File: config.mk
export PLATFORM = sky130hd
export DESIGN_NAME = pwm_capture
export DESIGN_NICKNAME = d
export VERILOG_FILES = /design/src/rtl/pwm_capture.sv
export SDC_FILE = /design/constraint.sdc
export NUM_CORES = 1
export LEC_CHECK = 0
export ABC_AREA = 1
export CORE_MARGIN = 5
export CORE_UTILIZATION = 40
export DETAILED_ROUTE_END_ITERATION = 6
export DONT_BUFFER_PORTS = 1
export PLACE_DENSITY = 0.58
export SLEW_MARGIN = 25
export SYNTH_ARGS = -nofsm -noshare
export SYNTH_HDL_FRONTEND = slang
export SYNTH_SLANG_ARGS = --single-unit
File: constraint.sdc
create_clock -name clk -period 6.2 [get_ports clk]
set_input_delay 1.55 -clock clk [delete_from_list [all_inputs] [get_ports clk]]
set_output_delay 1.55 -clock clk [all_outputs]
set_load 0.02 [all_outputs]
File: src/rtl/pwm_capture.sv
// PWM duty-cycle capture: measures the high-time/period ratio of an
// asynchronous PWM input as an 8-bit duty, with stuck and overrun reporting.
module pwm_capture #(
  parameter int CNT_W   = 16,
  parameter int TIMEOUT = 1024
) (
  input  logic       clk,
  input  logic       rst,
  input  logic       pwm_in,
  output logic [7:0] duty_out,
  output logic       duty_valid,
  output logic       stuck,
  output logic       overrun
);

  localparam int NW  = CNT_W + 8;
  localparam int DCW = $clog2(NW + 1);
  localparam logic [CNT_W-1:0] CNT_MAX = '1;
  localparam logic [CNT_W-1:0] TO_VAL  = CNT_W'(TIMEOUT);
  localparam logic [DCW-1:0]   DIV_LEN = DCW'(NW);

  typedef enum logic {ARM, RUN} state_t;

  state_t           state_q, state_d;
  logic             sync1_q, sync2_q, prev_q;
  logic [CNT_W-1:0] per_q, per_d;
  logic [CNT_W-1:0] high_q, high_d;
  logic             busy_q, busy_d;
  logic [DCW-1:0]   cnt_q, cnt_d;
  logic [CNT_W-1:0] rem_q, rem_d;
  logic [CNT_W-1:0] dvs_q, dvs_d;
  logic [NW-1:0]    num_q, num_d;
  logic [7:0]       duty_q, duty_d;
  logic             valid_q, valid_d;
  logic             stuck_q, stuck_d;
  logic             ovr_q, ovr_d;

  logic             rise, timeout, close_win, start_div, last_iter;
  logic [NW-1:0]    numer, q_next;
  logic [CNT_W:0]   rem_sh, rem_sub;
  logic [7:0]       q_sat;

  // Two-flop synchronizer plus one history flop for edge detection.
  always_ff @(posedge clk or posedge rst) begin
    if (rst) begin
      sync1_q <= 1'b0;
      sync2_q <= 1'b0;
      prev_q  <= 1'b0;
    end else begin
      // NOTE: non-blocking so each flop samples the previous stage's old value.
      sync1_q <= pwm_in;
      sync2_q <= sync1_q;
      prev_q  <= sync2_q;
    end
  end

  assign rise    = sync2_q & ~prev_q;
  assign timeout = (per_q == TO_VAL) && !rise && !stuck_q;

  // Control FSM: state register
  always_ff @(posedge clk or posedge rst) begin
    if (rst) state_q <= ARM;
    else     state_q <= state_d;
  end

  // Control FSM: next state
  always_comb begin
    // NOTE: default assignment first so no path leaves state_d unassigned (no latch).
    state_d = state_q;
    case (state_q)
      ARM:     if (rise)    state_d = RUN;
      RUN:     if (timeout) state_d = ARM;
      default:              state_d = ARM;
    endcase
  end

  // Control FSM: outputs
  always_comb begin
    close_win = (state_q == RUN) && rise;
  end

  assign start_div = close_win && !busy_q;

  // Window counters; the edge cycle itself is the first cycle of the new window.
  always_comb begin
    per_d  = per_q;
    high_d = high_q;
    if (rise) begin
      per_d  = CNT_W'(1);
      high_d = CNT_W'(1);
    end else begin
      if (per_q != CNT_MAX)             per_d  = per_q + CNT_W'(1);
      if (sync2_q && high_q != CNT_MAX) high_d = high_q + CNT_W'(1);
    end
  end

  assign numer = {high_q, 8'd0} - {8'd0, high_q};

  // Restoring divider; rem_sub's MSB is the borrow, i.e. the inverted quotient bit.
  always_comb begin
    busy_d  = busy_q;
    cnt_d   = cnt_q;
    rem_d   = rem_q;
    dvs_d   = dvs_q;
    num_d   = num_q;
    rem_sh  = {rem_q, num_q[NW-1]};
    rem_sub = rem_sh - {1'b0, dvs_q};
    q_next  = {num_q[NW-2:0], ~rem_sub[CNT_W]};
    if (start_div) begin
      busy_d = 1'b1;
      cnt_d  = DIV_LEN;
      rem_d  = '0;
      dvs_d  = per_q;
      num_d  = numer;
    end else if (busy_q) begin
      num_d = q_next;
      rem_d = rem_sub[CNT_W] ? rem_sh[CNT_W-1:0] : rem_sub[CNT_W-1:0];
      cnt_d = cnt_q - DCW'(1);
      if (cnt_q == DCW'(1)) busy_d = 1'b0;
    end
  end

  assign last_iter = busy_q && (cnt_q == DCW'(1));
  assign q_sat     = (|q_next[NW-1:8]) ? 8'hFF : q_next[7:0];

  // Result and status; a timeout overrides a same-cycle divider completion.
  always_comb begin
    duty_d  = duty_q;
    valid_d = 1'b0;
    stuck_d = stuck_q;
    ovr_d   = close_win && busy_q;
    if (timeout) begin
      duty_d  = sync2_q ? 8'hFF : 8'h00;
      valid_d = 1'b1;
      stuck_d = 1'b1;
    end else begin
      if (last_iter) begin
        duty_d  = q_sat;
        valid_d = 1'b1;
      end
      if (rise) stuck_d = 1'b0;
    end
  end

  always_ff @(posedge clk or posedge rst) begin
    if (rst) begin
      per_q   <= '0;
      high_q  <= '0;
      busy_q  <= 1'b0;
      cnt_q   <= '0;
      rem_q   <= '0;
      dvs_q   <= '0;
      num_q   <= '0;
      duty_q  <= 8'h00;
      valid_q <= 1'b0;
      stuck_q <= 1'b0;
      ovr_q   <= 1'b0;
    end else begin
      per_q   <= per_d;
      high_q  <= high_d;
      busy_q  <= busy_d;
      cnt_q   <= cnt_d;
      rem_q   <= rem_d;
      dvs_q   <= dvs_d;
      num_q   <= num_d;
      duty_q  <= duty_d;
      valid_q <= valid_d;
      stuck_q <= stuck_d;
      ovr_q   <= ovr_d;
    end
  end

  assign duty_out   = duty_q;
  assign duty_valid = valid_q;
  assign stuck      = stuck_q;
  assign overrun    = ovr_q;

endmodule

==> impl_metrics.yaml <==
floorplanning:
  dieArea_um2: 21200
  floorplan.die.height_um: 146
  placementRows: 49
  die_width_um: 146
  floorplan.initialDensity_pct: 40.8
  core_um2: 18000
  ios: 14
sta:
  finalHoldViolations: 0
  slew_headroom_pct: 37.9
  rsz_0062_raised_after_global_routing: "no"
  fin_tns_setup_ps: 0
  skew_ps: 9.54
  timing.fmax_mhz: 371
  timing_max_transition_violations_final: 0
  finalWorstSetupSlack_ps: 3500
  finalWorstPathRequiredPeriod_ps: 2700
  timing.final.crit_share_pct: 43.5
  tightestPinTransition_ps: 924
  report.final.setup_viol: 0
worst_setup_path:
  worst_path_max_delay_cell: "sky130_fd_sc_hd__inv_1"
  critical-path-max-stage-delay_ps: 750
  crit_start: "busy_q"
  library_cell_appearing_most_often_on_the_critical_path: "sky130_fd_sc_hd__nand2_1"
  critPathRequiredTime_ps: 6490
  cp_num_buf_inv: 3
  signal_arrival_time_at_the_worst_endpoint_ps: 2990
  critical_path.reg2reg.startpoint: "busy_q"
  timing.critical_path.cells: "buf_4 > inv_1 > nand2_1 > inv_1 > nand2_1 > nand2_1"
  critical_path_peak_fanout: 28
  critPathLaunchType: "register"
  crit_type: "reg2reg"
  worst_path_dominant_cell_family: "buffers and inverters"
  end_kind: "register"
detailed_routing:
  avgRoutedWirePerCell_um: 14.9
  post_drt_via_cell_ratio: 5.15
  route.antenna.remaining_nets: 0
  dr_total_vias: 6449
  initialDrtViolationCount: 558
  dr.pass1.iters: 5
  drt_drc_violations_left: 0
  wl_mm: 18.7
global_routing:
  grtUsageTotal_pct: 18.0
  antenna_found_initial: 0
  via_count_of_the_first_global_routing_pass: 6080
  grt_start_max_net_pins: 62
  grt_first_pass_wirelength_mm: 31.6
  grt.overflow.total: 0
pwr:
  internal_power_mw: 1.81
  power_frac_clock_pct: 16.9
  comb_power_share_pct: 48.4
  p_leak_nw: 3.92
  total_switching_power_mw: 1.49
  irDropWorstVdd_v: 0.000291
  powerDensity_nw_per_um2: 424
  net_switching_share_of_the_total_power_pct: 45.1
  seq_power_share_pct: 34.7
  post_layout_power_mw: 3.29
clocking:
  cts.root.buffer_cell: "sky130_fd_sc_hd__clkbuf_16"
  cts_inserted_buffers: 9
  cts.path.max_buffers: 2
  cts_resized: 0
  tritoncts: "done"
  clock_tree.htree_level_count: 3
  number_of_hold_buffers_added_after_cts: 0
  numClockSinks: 109
  clk-insertion-delay-late_ps: 360
  path_clk_slew_ps: 80
  cts_post_setup_buffers_inserted: 0
synthesis:
  synthesis.nets: 1068
  seq_area_frac_synth_pct: 37.1
  synth_seq_cells: 109
  yosys_warnings: 0
  synth_edf_count: 0
  yosys_most_used_dff: "sky130_fd_sc_hd__dfrtp_1"
  postSynth.asyncResetShare_pct: 100
  syn-instance-count: 1034
  distinct_cell_type_count_after_synthesis: 46
  synth_area_per_cell_um2: 7.12
  synth.cell_area_um2: 7360
placed_design:
  place.gp.congestion: 0.929
  placement.setup.worst_slack_ps: 3370
  hpwlAfterDp_mm: 13.9
  place.port_buffers: 0
cells_and_area:
  n_antenna_cell: 0
  area_growth_syn_to_layout_pct: 5.70
  layout.nets: 1053
  drive_gt1_share_pct: 6.93
  finalCoreUtilization_pct: 43.1
hold_path:
  worstHoldPathType: "reg2reg"
  startpoint_of_the_most_critical_hold_path: "sync1_q"
run:
  timing.max_cap.violations: 0
status:
  status: "finished clean"
kinds of logic after synthesis:
logic type                 after synthesis  share of synthesized area, %
AOI/OAI and AO/OA                      137                          10.8
xor gates and xnor gates                18                          2.14
adders and majority gates               31                          5.37
buffers and inverters                  173                          9.64
DFF                                    109                          37.1
and+or+nand+nor                        566                          35.0
placed cells by master, fill, tap and decap left out, drive strengths merged:
| master | Yosys | layout |
|---|---|---|
| nand2 | 313 | 313 |
| inv | 144 | 147 |
| dfrtp | 109 | 109 |
| nor2 | 95 | 95 |
| nand3 | 89 | 89 |
| o21ai | 69 | 69 |
| a21oi | 43 | 43 |
| ha | 30 | 30 |
| nand4 | 24 | 24 |
| nand3b | 18 | 18 |
| nor3 | 17 | 17 |
| clkbuf | 7 | 10 |
| xor2 | 9 | 9 |
| xnor2 | 9 | 9 |
| o22ai | 8 | 8 |
| nor4 | 6 | 6 |
| a31oi | 5 | 5 |
| o221ai | 4 | 4 |
| o21a | 3 | 3 |
| buf | 22 | 3 |
| clkinv | 0 | 3 |
| and2 | 2 | 2 |
| o211ai | 1 | 1 |
| a21o | 1 | 1 |
| o21bai | 1 | 1 |
| nor3b | 1 | 1 |
| o211a | 1 | 1 |
| o31ai | 1 | 1 |
| or2 | 1 | 1 |
| fa | 1 | 1 |
synth_stat cells (all sizes together), types with 2 or more instances:
master,instances,area [µm²]
xnor2,9,78.8
buf,22,140
o221ai,4,35.0
clkbuf,7,26.3
o21a,3,22.5
a21oi,43,260
dfrtp,109,2730
nand2,313,1220
xor2,9,78.8
o21ai,69,357
ha,30,375
nor2,95,387
nand3b,18,139
o22ai,8,50.1
nand4,24,156
a31oi,5,31.3
and2,2,12.5
inv,144,543
nor3,17,100
nor4,6,73.8
nand3,89,460
per-layer routing:
layer,global-route usage (%),wire [µm]
met1,26.9,9490
met4,3.64,201
met5,0,0
met2,27.2,8190
met3,3.27,788
area by class of cell:
type	count	area [µm²]
repair buffers	3	22.5
well taps	229	287
clock inverters	6	45.0
clock buffers	10	229
flip-flops and latches	109	2730
inverters	144	546
fillers	1887	10200
multi-input cells	752	3920
worst reg2reg max path: stages (launching register included):
cell	delay, ps
sky130_fd_sc_hd__dfrtp_1	360
sky130_fd_sc_hd__buf_4	240
sky130_fd_sc_hd__inv_1	490
sky130_fd_sc_hd__nand2_1	560
sky130_fd_sc_hd__inv_1	750
sky130_fd_sc_hd__nand2_1	130
sky130_fd_sc_hd__nand2_1	100
sequential cells by signal, summed over array words and instances (netlist names):
signal	cells
busy_q	1
cnt_q	5
duty_out	8
duty_valid	1
dvs_q	16
high_q	16
num_q	24
overrun	1
per_q	16
prev_q	1
rem_q	16
state_q	1
stuck	1
sync1_q	1
sync2_q	1
through the flow:
| stage | hold slack [ps] | std cells | cell area (µm²) |
|---|---|---|---|
| after floorplan | 331 | 1034 | 7360 |
| after global placement | 339 | 1237 | 7500 |
| after detailed placement | 337 | 1237 | 7500 |
| after CTS | 355 | 1253 | 7780 |
| after global routing | 374 | 1253 | 7780 |
| final | 352 | 1253 | 7780 |
path summary, 6_finish.rpt:
path	to	slack [ps]	cells after the start
max in group asynchronous	rem_q[2]	3840	2
worst max register to register	rem_q[7]	3500	6
worst min-delay path	sync2_q	350	0
worst max-delay path	rem_q[7]	3500	6
worst min register to register	sync2_q	350	0
min in group asynchronous	cnt_q[4]	1190	1
power by group through the flow:
stage / logic (mW) / registers [mW] / clock network, mW
final: 1.60 / 1.14 / 0.555
after detailed placement: 1.60 / 1.16 / 0
after floorplan: 1.33 / 1.09 / 0
after global placement: 1.58 / 1.15 / 0
after CTS: 1.61 / 1.15 / 0.573
after global routing: 1.86 / 1.17 / 0.602
Note: power is estimated with default switching activity, not from simulation.
